[config.mk]
export PLATFORM = sky130hd
export DESIGN_NAME = dircc_node_mem_port_arbiter
export DESIGN_NICKNAME = d
export VERILOG_FILES = /design/src/rtl/dircc_node_mem_port_arbiter.sv
export SDC_FILE = /design/constraint.sdc
export NUM_CORES = 1
export LEC_CHECK = 0
export ABC_AREA = 1
export BUFFER_PORTS_ARGS = -buffer_cell sky130_fd_sc_hd__buf_4
export CORE_UTILIZATION = 33
export CTS_CLUSTER_SIZE = 30
export DETAILED_ROUTE_END_ITERATION = 10
export PLACE_DENSITY = 0.78
export SYNTH_ARGS = -nofsm -noshare
export SYNTH_HDL_FRONTEND = slang
export SYNTH_SLANG_ARGS = --single-unit
[constraint.sdc]
create_clock -name clk -period 1.5 [get_ports clk]
set_input_delay 0.075 -clock clk [delete_from_list [all_inputs] [get_ports clk]]
set_output_delay 0.075 -clock clk [all_outputs]
set_load 0.02 [all_outputs]
[src/rtl/dircc_node_mem_port_arbiter.sv]
// Round-robin arbiter sharing memory port B between receive (m0) and transmit (m1) DMA masters.
// Grant is combinational from last_grant/hold_cnt/lock state; read data returns one cycle after accept.
module dircc_node_mem_port_arbiter #(
  parameter int ADDR_W   = 15,
  parameter int DATA_W   = 16,
  parameter int BE_W     = 2,
  parameter int MAX_HOLD = 16
) (
  input  logic              clk,
  input  logic              reset_n,
  input  logic              freeze,
  input  logic [ADDR_W-1:0] m0_address,
  input  logic              m0_read,
  input  logic              m0_write,
  input  logic [DATA_W-1:0] m0_writedata,
  input  logic [BE_W-1:0]   m0_byteenable,
  input  logic              m0_lock,
  output logic              m0_waitrequest,
  output logic [DATA_W-1:0] m0_readdata,
  output logic              m0_readdatavalid,
  input  logic [ADDR_W-1:0] m1_address,
  input  logic              m1_read,
  input  logic              m1_write,
  input  logic [DATA_W-1:0] m1_writedata,
  input  logic [BE_W-1:0]   m1_byteenable,
  input  logic              m1_lock,
  output logic              m1_waitrequest,
  output logic [DATA_W-1:0] m1_readdata,
  output logic              m1_readdatavalid,
  output logic [ADDR_W-1:0] mem_address,
  output logic [BE_W-1:0]   mem_byteenable,
  output logic [DATA_W-1:0] mem_writedata,
  output logic              mem_chipselect,
  output logic              mem_write,
  output logic              mem_clken,
  input  logic [DATA_W-1:0] mem_readdata
);

  localparam int HC_W = $clog2(MAX_HOLD + 1);
  localparam logic [HC_W-1:0] HOLD_MAX = HC_W'(MAX_HOLD);

  logic            req0, req1;
  logic            gnt1, accept, acc0, acc1;
  logic            last_grant;
  logic [HC_W-1:0] hold_cnt, hold_next;
  logic            lock_vld, lock_owner;
  logic            rd_pend0, rd_pend1;

  assign req0 = m0_read | m0_write;
  assign req1 = m1_read | m1_write;

  // When both request, the other master is always requesting too, so the lock
  // only yields once the owner has used up its hold budget.
  always_comb begin
    gnt1 = 1'b0;
    if (req1 && !req0) begin
      gnt1 = 1'b1;
    end else if (req0 && req1) begin
      if (lock_vld && (hold_cnt < HOLD_MAX)) gnt1 = lock_owner;
      else                                   gnt1 = ~last_grant;
    end
  end

  assign accept = (gnt1 ? req1 : req0) & ~freeze & reset_n;
  assign acc0   = accept & ~gnt1;
  assign acc1   = accept & gnt1;

  assign m0_waitrequest = req0 & ~acc0;
  assign m1_waitrequest = req1 & ~acc1;

  assign mem_address    = gnt1 ? m1_address    : m0_address;
  assign mem_writedata  = gnt1 ? m1_writedata  : m0_writedata;
  assign mem_byteenable = gnt1 ? m1_byteenable : m0_byteenable;
  assign mem_chipselect = accept;
  assign mem_write      = accept & (gnt1 ? m1_write : m0_write);
  assign mem_clken      = ~freeze;

  always_comb begin
    hold_next = HC_W'(1);
    if (gnt1 == last_grant)
      hold_next = (hold_cnt == HOLD_MAX) ? hold_cnt : hold_cnt + HC_W'(1);
  end

  always_ff @(posedge clk) begin
    if (!reset_n) begin
      last_grant <= 1'b1;
      hold_cnt   <= '0;
      lock_vld   <= 1'b0;
      lock_owner <= 1'b0;
      rd_pend0   <= 1'b0;
      rd_pend1   <= 1'b0;
    end else begin
      rd_pend0 <= acc0 & m0_read & ~m0_write;
      rd_pend1 <= acc1 & m1_read & ~m1_write;
      if (accept) begin
        last_grant <= gnt1;
        lock_vld   <= gnt1 ? m1_lock : m0_lock;
        lock_owner <= gnt1;
        hold_cnt   <= hold_next;
      end
    end
  end

  // Port B returns data for the registered address, shared by both masters.
  assign m0_readdata      = mem_readdata;
  assign m1_readdata      = mem_readdata;
  assign m0_readdatavalid = rd_pend0 & reset_n;
  assign m1_readdatavalid = rd_pend1 & reset_n;

endmodule

---- After elaboration in Yosys (flattened, before gate mapping) ----
Index checks and enable logic that the tools add are counted.
cells by class
  $add $sub $neg .......................... 1
  magnitude comparators ................... 1
  eq/ne operators ......................... 3
  mux-type cells .......................... 11
  bitwise gates (word level) .............. 22
  reduce and logical (&&, ||, !) cells .... 5
operator list
  operator                                                       count
  16-bit two-way mux                                             1
  15-bit two-way mux                                             1
  1-bit AND                                                      13
  5-bit two-way mux                                              2
  1-bit inverter                                                 7
  1-bit two-way mux                                              6
  5-bit by 1-bit adder with 5-bit output, second input constant  1
  5-bit == test, second input constant                           1
  5-bit less-than comparator, second input constant              1
  1-bit logical AND                                              3
  2-bit two-way mux                                              1
  2-bit inequality test, second input constant                   1
  1-bit bitwise OR                                               2
  2-bit AND reduction                                            1
  1-bit == test                                                  1
  1-bit zero test                                                1
storage, ports and cells
  register bits ........................... 10
  input bits .............................. 91
  logic and storage cells ................. 49

---- Depth between registers and ports, before layout ----
Gate-level depths: netlist (run 1).
  word-level depth ........................ 11
  gate-level depth with buffers ........... 12
  depth with buffers taken out ............ 11

---- Worst setup path after synthesis (run 1) ----
Ideal clock, no wire load.
  path type ............................... register to register
  from .................................... reg hold_cnt[0]
  to ...................................... reg hold_cnt[0]
  setup time .............................. 0.110 ns
  data arrival time ....................... 1.205 ns
  setup slack ............................. 0.185 ns
  cell stages (with the launch flop) ...... 10
  clock period less this slack ............ 1.315 ns
  cells stage by stage .................... dfxtp_1 -> inv_1 -> ha_1 -> inv_1 -> nor4_1 -> nand3_2 -> nand2_4 -> o21ai_2 -> nand2_1 -> inv_1
between the ends
  cells in the longest elaborated chain, start to end .. 9
  elaborated cells between the ends (all ways) .. 15
  classes of those cells .................. 1 x add/sub; 1 x order compare; 3 x eq/ne; 6 x mux; 2 x bitwise; 2 x reduce/logical
ends and longest elaborated chain
  item                                  line  source
  from (decl)                           45    logic [HC_W-1:0] hold_cnt, hold_next;
  from (signal assigned)                99    hold_cnt <= hold_next;
  5-bit less-than comparator            59    if (lock_vld && (hold_cnt < HOLD_MAX)) gnt1 = lock_owner;
  1-bit logical AND                     59
  1-bit two-way mux                     59
  1-bit two-way mux                     58    end else if (req0 && req1) begin
  1-bit two-way mux                     56    if (req1 && !req0) begin
  1-bit two-way mux                     64    assign accept = (gnt1 ? req1 : req0) & ~freeze & reset_n;
  1-bit AND (2 in a row)                64
  2-bit AND reduction (no source line)  --
Parallel ways exist; a longest one is shown, timed or not. The select of a mux whose other input is x is not followed.
A chain may end at the register's enable or synchronous reset.

---- Worst setup path in the final report (run 1) ----
  from .................................... reg hold_cnt[4]
  to ...................................... out mem_address[8]
between the ends
  cells in the longest elaborated chain, start to end .. 6
ends and longest elaborated chain
  item                        line  source
  5-bit less-than comparator  59
  1-bit logical AND           59
  1-bit two-way mux           59
  1-bit two-way mux           58
  1-bit two-way mux           56
  15-bit two-way mux          71    assign mem_address = gnt1 ? m1_address : m0_address;
  to (decl)                   30    output logic [ADDR_W-1:0] mem_address,
No other way between the ends.

==> results of run 1 <==
==> final cells by class <==
type / instances / share of cell area (%)
Multi-Input combinational cell: 157 / 36.2
Clock buffer: 3 / 1.80
Timing Repair Buffer: 126 / 47.7
Tap cell: 48 / 2.62
Sequential cell: 10 / 8.80
Inverter: 16 / 2.95
==> synthesized netlist by cell type <==
library cell and n:
nand3_1 8, o21ai_2 1, a21oi_2 1, buf_4 33
a21oi_1 2, buf_6 1, o21ai_0 1, nand2_2 4
xor2_1 3, nor2_4 2, ha_1 2, nor4_1 1
nor2_2 2, inv_1 13, o21ai_1 2, inv_2 3
a31oi_1 1, nand2_4 2, nand2_1 112, a211oi_4 1
dfxtp_1 10, buf_2 6, a22o_1 1, nand4_1 3
o211ai_2 1, nor2_1 5, nand3_2 2
==> path summary, 6_finish.rpt <==
path,end,start
setup reg to reg,hold_cnt[0],hold_cnt[0]
setup / recovery,mem_address[8],hold_cnt[4]
hold reg to reg,hold_cnt[1],hold_cnt[1]
hold / removal,rd_pend1,m1_write
==> sequential cells by signal (all words and copies together) (netlist names) <==
signal and count:
hold_cnt 5, last_grant 1, lock_owner 1, lock_vld 1
rd_pend0 1, rd_pend1 1
==> power breakdown <==
part / internal [mW] / switching (mW) / leakage, nW
Sequential: 0.278 / 0.00821 / 0.0821
Combinational: 0.463 / 0.469 / 1.17
Clock: 0.176 / 0.103 / 0.0216
Total: 0.917 / 0.580 / 1.28
==> routing by layer <==
layer,GRT usage [%],vias to the layer above
li1,-,831
met3,7.57,2
met5,0,-
met2,34.0,112
met1,23.0,724
met4,4.72,0
==> what timing repair did <==
| action | 4_1_cts | 5_1_grt |
|---|---|---|
| cloned | 1 | 1 |
| hold endpoints to repair | 0 | 0 |
| gates resized for setup | 11 | 44 |
| setup buffers | 5 | 0 |
| pin swaps | 4 | 15 |
| setup endpoints to repair | 36 | 39 |
==> kinds of logic after synthesis <==
group,count (synthesis),synth area share (%)
DFF,10,15.4
AOI/OAI and AO/OA,11,6.94
buffers and inverters,56,26.9
adders and majority gates,2,1.93
and+or+nand+nor,141,46.8
xor gates and xnor gates,3,2.03
==> run summary, run 1 <==
status: finished with violations
failing checks: negative setup slack
worst hold stages: 2
Least-Margin Pin Slew: 425 ps
placed cells: 350
CTS buffer count: 3
Die X: 64.7 um
instance count on the critical path: 10
final setup TNS: -484 ps
Ys Warns: 0
CP Max Fanout: 6
critical-path cell list: inv_2 > nand2_1 > nand2_1 > nand3_2 > nand2_4 > buf_6 > clkbuf_16 > nand2_1 > nand2_1 > buf_6
initial antenna violation count: 0
total track usage: 19.9%
static leakage: 1.28 nW
ANT cells: 0
Post-DRT Antenna Nets: 0
Synth top area share: 32.4%
largest net degree at the start of global routing: 23
Syn Std Cell Area: 0.00130 mm2
syn_area_per_cell: 5.82 um2
Setup crit start kind: flop
Setup violations, final: 30
area of the multi-input gates: 828 um2
delay-heaviest family, CP: buffers and inverters
crit path DAT: 1470 ps
min-delay worst type: input pin to flop
vias in the first global route: 1443
Max IR drop VDD: 595 uV
FF/Latch Area: 201 um2
iteration count of the initial detailed-routing pass: 4
Die Y: 64.7 um
DRT met1 WL: 1650 um
Post-Layout Cell Count: 360
Final Skew: 7.48 ps
grt ovf: 0
Max Used Layer: met4
CTS tree: built
TritonCTS Sinks: 10
die area: 0.00419 mm2
Design Area, Final: 0.00229 mm2
Slew headroom: 71.6%
synth unique cells: 27
# DRC: 0
critical path class: flop to output port
H-tree depth: 1
syn_nets: 316
critical path required time: 1420 ps
row cnt: 22
PwrDens: 654 mW/mm2
Placed Area: 0.00199 mm2
Final period util: 103%
Worst Path Buf+Inv: 4
met2 routed WL: 2490 um
Max Fclk: 646 MHz
most common cell after layout, fill and taps aside: buf_4
Starting DRT DRC Count: 58
most frequent cells in the layout: 100 x buf_4, 90 x nand2_1, 22 x nand2_2, 22 x buf_6, 12 x inv_1
gp weighted congestion: 0.822
DP HPWL: 3440 um
Ports: 163
synth top area cells: nand2_1 32%, buf_4 19%, dfxtp_1 15%
Period minus WS final: 1550 ps
final core occ: 61.6%
Hold WS: 22.5 ps
setup ws final: -47.8 ps
Max stage delay on crit path: 320 ps
Via density: 4.64
Pwr Total: 1.50 mW
NumNets Final: 407
Initial Utilization: 34.9%
Bufs on Longest Clock Path: 2
final-report hold violation count: 0
Placement Setup Slack: 0.712 ps
Seq/Total Area, Yosys: 15.4%
Clk Latency, worst-skew pair: 240 ps
flop-to-flop setup slack: 80 ps
largest area contributor in the netlist: nand2_1
final WL: 4720 um
area of the core: 0.00372 mm2
critical path's most frequent cell: nand2_1
Via Count: 1669
FF+latch count, synth: 10
cts hold-fix bufs: 0
Setup crit end kind: output port
global-route wire length before repair: 6560 um
unrepaired setup endpoints after global routing: true
share of layout cells above drive strength 1: 55.1%
slowest CP cell: dfxtp_2
Reg clk slew, reported paths: 50 ps
synthesized instance count: 223
WL met3: 559 um
Syn-to-layout area delta: 76.5%
max-cap violation count: 0
CTS root buffer: clkbuf_8
Routed wire per std cell: 13.1 um
R2R depth: 10
fill count: 340
fin. max-slew vios: 0
port bufs: 114
Note: power is estimated with default switching activity, not from simulation.
==> run 2: changes to the inputs <==
ABC_AREA = unset   (was 1)
PLACE_DENSITY = 0.79   (was 0.78)
REMOVE_ABC_BUFFERS = 1   (was unset)
==> run 2 against run 1 <==
Compared with the run above: the flow still finishes with violations (negative setup slack); flip-flop and latch count stayed put; global-route usage grew 1.2 points; register-to-register slack worse by 260 ps; worst hold slack improved by 120 ps; sequential share of layout area is essentially flat; cell area is 1.1% higher; synthesized cell count decreased by 33%; wire length is 0.13% higher; setup slack got worse by 350 ps; critical path type unchanged.
==> run summary, run 2 <==
Post-DRT Antenna Nets: 0 (unchanged)
synthesized instance count: 149 (-33%)
Routed wire per std cell: 16.2 um (+24%)
Post-synth top cells: 32 x buf_4, 32 x mux2_2, 10 x dfxtp_1, 10 x nor2_1, 7 x o21ai_0
Synth top area share: 28.0% (-4.4 points)
Initial Utilization: 34.7% (-0.24 points)
Synth Flop Type: dfxtp_1
largest area contributor in the netlist: mux2_2
largest net degree at the start of global routing: 18 (-22%)
post-synthesis compound-gate area fraction: 13.1% (+6.2 points)
Die X: 64.5 um (-0.33%)
grt ovf: 0 (unchanged)
NumNets Final: 338 (-17%)
die area: 0.00416 mm2 (-0.66%)
GR Layer Usage met3: 9.51% (+1.9 points)
largest family of logic cells by synthesized area: multiplexers
Ys Warns: 0 (unchanged)
CTS root buffer: clkbuf_8
Slew headroom: 65.0% (-6.6 points)
Placement Setup Slack: -184 ps (-184 ps)
GR Util met1: 25.6% (+2.6 points)
synth top area cells: mux2_2 28%, buf_4 19%, dfxtp_1 16%
Syn Std Cell Area: 0.00129 mm2 (-0.67%)
area of the multi-input gates: 868 um2 (+4.8%)
critical path required time: 1420 ps (about the same)
initial antenna violation count: 0 (unchanged)
crit path DAT: 1820 ps (+350 ps)
final WL: 4720 um (+0.13%)
internal power: 982 uW (+7.2%)
total track usage: 21.0% (+1.2 points)
iteration count of the initial detailed-routing pass: 6 (+2)
Clk Latency, worst-skew pair: 230 ps (about the same)
Syn-to-layout area delta: 79.7%
Die Y: 64.5 um (-0.33%)
ANT cells: 0 (unchanged)
Post-Synth Simple-Gate Area: 15.2% (-32 points)
post-synthesis mux area share: 30.4% (+30 points)
Setup crit start kind: flop
power share of the sequential group: 19.5% (+0.4 points)
global-route wire length before repair: 6560 um (about the same)
H-tree depth: 1 (unchanged)
XOR/XNOR Fraction of Synth Area: 0% (-2.0 points)
min-delay worst type: input pin to flop
final-report hold violation count: 0 (unchanged)
Setup crit end kind: output port
Seq/Total Area, Yosys: 15.5% (+0.10 points)
DP HPWL: 3540 um (+2.8%)
FF+latch count, synth: 10 (unchanged)
area of the core: 0.00372 mm2 (unchanged)
port bufs: 114 (unchanged)
Max Fclk: 527 MHz (-18%)
CTS tree: built
Bufs on Longest Clock Path: 2 (unchanged)
vias in the first global route: 1358 (-5.9%)
final core occ: 62.3% (+0.71 points)
Sw Pwr: 476 uW (-18%)
ys async rst share: 0% (unchanged)
most common cell after layout, fill and taps aside: buf_4
Starting DRT DRC Count: 42 (-28%)
status: finished with violations
busiest grt layer: met2
Top reg by flops: hold_cnt
Post-synth EDFFs: 0 (unchanged)
gp weighted congestion: 0.810 (-1.5%)
Largest register FFs: 5 (unchanged)
Via density: 4.94 (+6.6%)
failing checks: negative setup slack
TritonCTS Sinks: 10 (unchanged)
combinational share of power: 61.8% (-0.4 points)
fin. max-slew vios: 0 (unchanged)
PwrDens: 630 mW/mm2 (-3.7%)
CTS buffer count: 3 (unchanged)
share of layout cells above drive strength 1: 72.0% (+17 points)
fill count: 301 (-11%)
Least-Margin Pin Slew: 525 ps (+99.9 ps)
critical path class: flop to output port
Clk network pwr share: 18.7% (about the same)
Setup violations, final: 41 (+37%)
syn_area_per_cell: 8.65 um2 (+49%)
unrepaired setup endpoints after global routing: true
Reg clk slew, reported paths: 40 ps (about the same)
row cnt: 22 (unchanged)
CP Max Fanout: 12 (+6)
setup ws final: -399 ps (-351 ps)
Ports: 163 (unchanged)
Final Skew: 2.35 ps (-5.13 ps)
max-cap violation count: 0 (unchanged)
# DRC: 0 (unchanged)
Period minus WS final: 1900 ps (+351 ps)
most frequent cells in the layout: 99 x buf_4, 28 x buf_6, 22 x mux2_4
Max IR drop VDD: 341 uV (-43%)
cts hold-fix bufs: 0 (unchanged)
Synth Area in Adders: 1.94% (+0.013 points)
FF/Latch Area: 203 um2 (+0.62%)
static leakage: 1.22 nW (-4.7%)
Switching Share: 32.6% (-6.1 points)
synth unique cells: 31 (+15%)
Via Count: 1438 (-14%)
met2 usage: 32.8% (-1.2 points)
Final period util: 127% (+23 points)
[run 2: cells by family (layout without fill, tap and decap cells)]
kind of cell / Yosys count / after routing
buffers and inverters: 45 / 139
AO/OA/AOI/OAI: 23 / 23
AND/OR/NAND/NOR: 34 / 34
flip-flops: 10 / 10
multiplexers: 35 / 35
adder cells (fa/ha/maj): 2 / 2
[run 2: power groups by stage]
stage / logic (mW) / clock network, mW / registers [mW]
finish: 0.902 / 0.272 / 0.284
global route: 0.948 / 0.294 / 0.285
CTS: 0.850 / 0.280 / 0.284
detailed placement: 0.728 / 0 / 0.288
global placement: 0.722 / 0 / 0.288
floorplan: 0.358 / 0 / 0.291
[run 2: path summary, 6_finish.rpt]
path / start / to / slack, ps / cells after the start
worst max-delay path: lock_vld / mem_writedata[3] / -400 / 6
worst min-delay path: reset_n / last_grant / 140 / 2
worst max register to register: hold_cnt[4] / hold_cnt[0] / -180 / 6
worst min register to register: hold_cnt[3] / hold_cnt[3] / 530 / 2
[run 2: area by class of cell]
class	instances	share of cell area, %
Multi-Input combinational cell	94	37.5
Inverter	6	0.972
Timing Repair Buffer	130	48.4
Sequential cell	10	8.75
Tap cell	48	2.59
Clock buffer	3	1.78
[run 2: metrics by stage]
step           instances  TNS [ps]  instance area, um2  power (mW)  hold WS, ps
2_1_floorplan        110    -25300                1000       0.649          150
3_3_place_gp         282     -4560                2010        1.01          151
3_5_place_dp         282     -5510                2010        1.02          151
4_1_cts              291    -13520                2240        1.41          139
5_1_grt              291    -16860                2320        1.53          150
6_report             291    -13300                2320        1.46          138
[run 2: critical path: stages (launching register included)]
cell	delay (ps)
dfxtp_2	320
and3b_2	230
o32ai_4	230
buf_6	170
buf_12	150
mux2_2	350
buf_6	130
[run 2: what timing repair did]
action,4_1_cts,5_1_grt
resized for setup,40,21
endpoints found under the setup margin,42,45
setup buffers,4,0
pin swaps,1,1
cloned,2,0
[run 2: routing by layer]
metal,share of wire (%),vias up
met3,10,6
met1,41,655
met5,0,-
met2,48,93
met4,1.4,0
li1,-,684
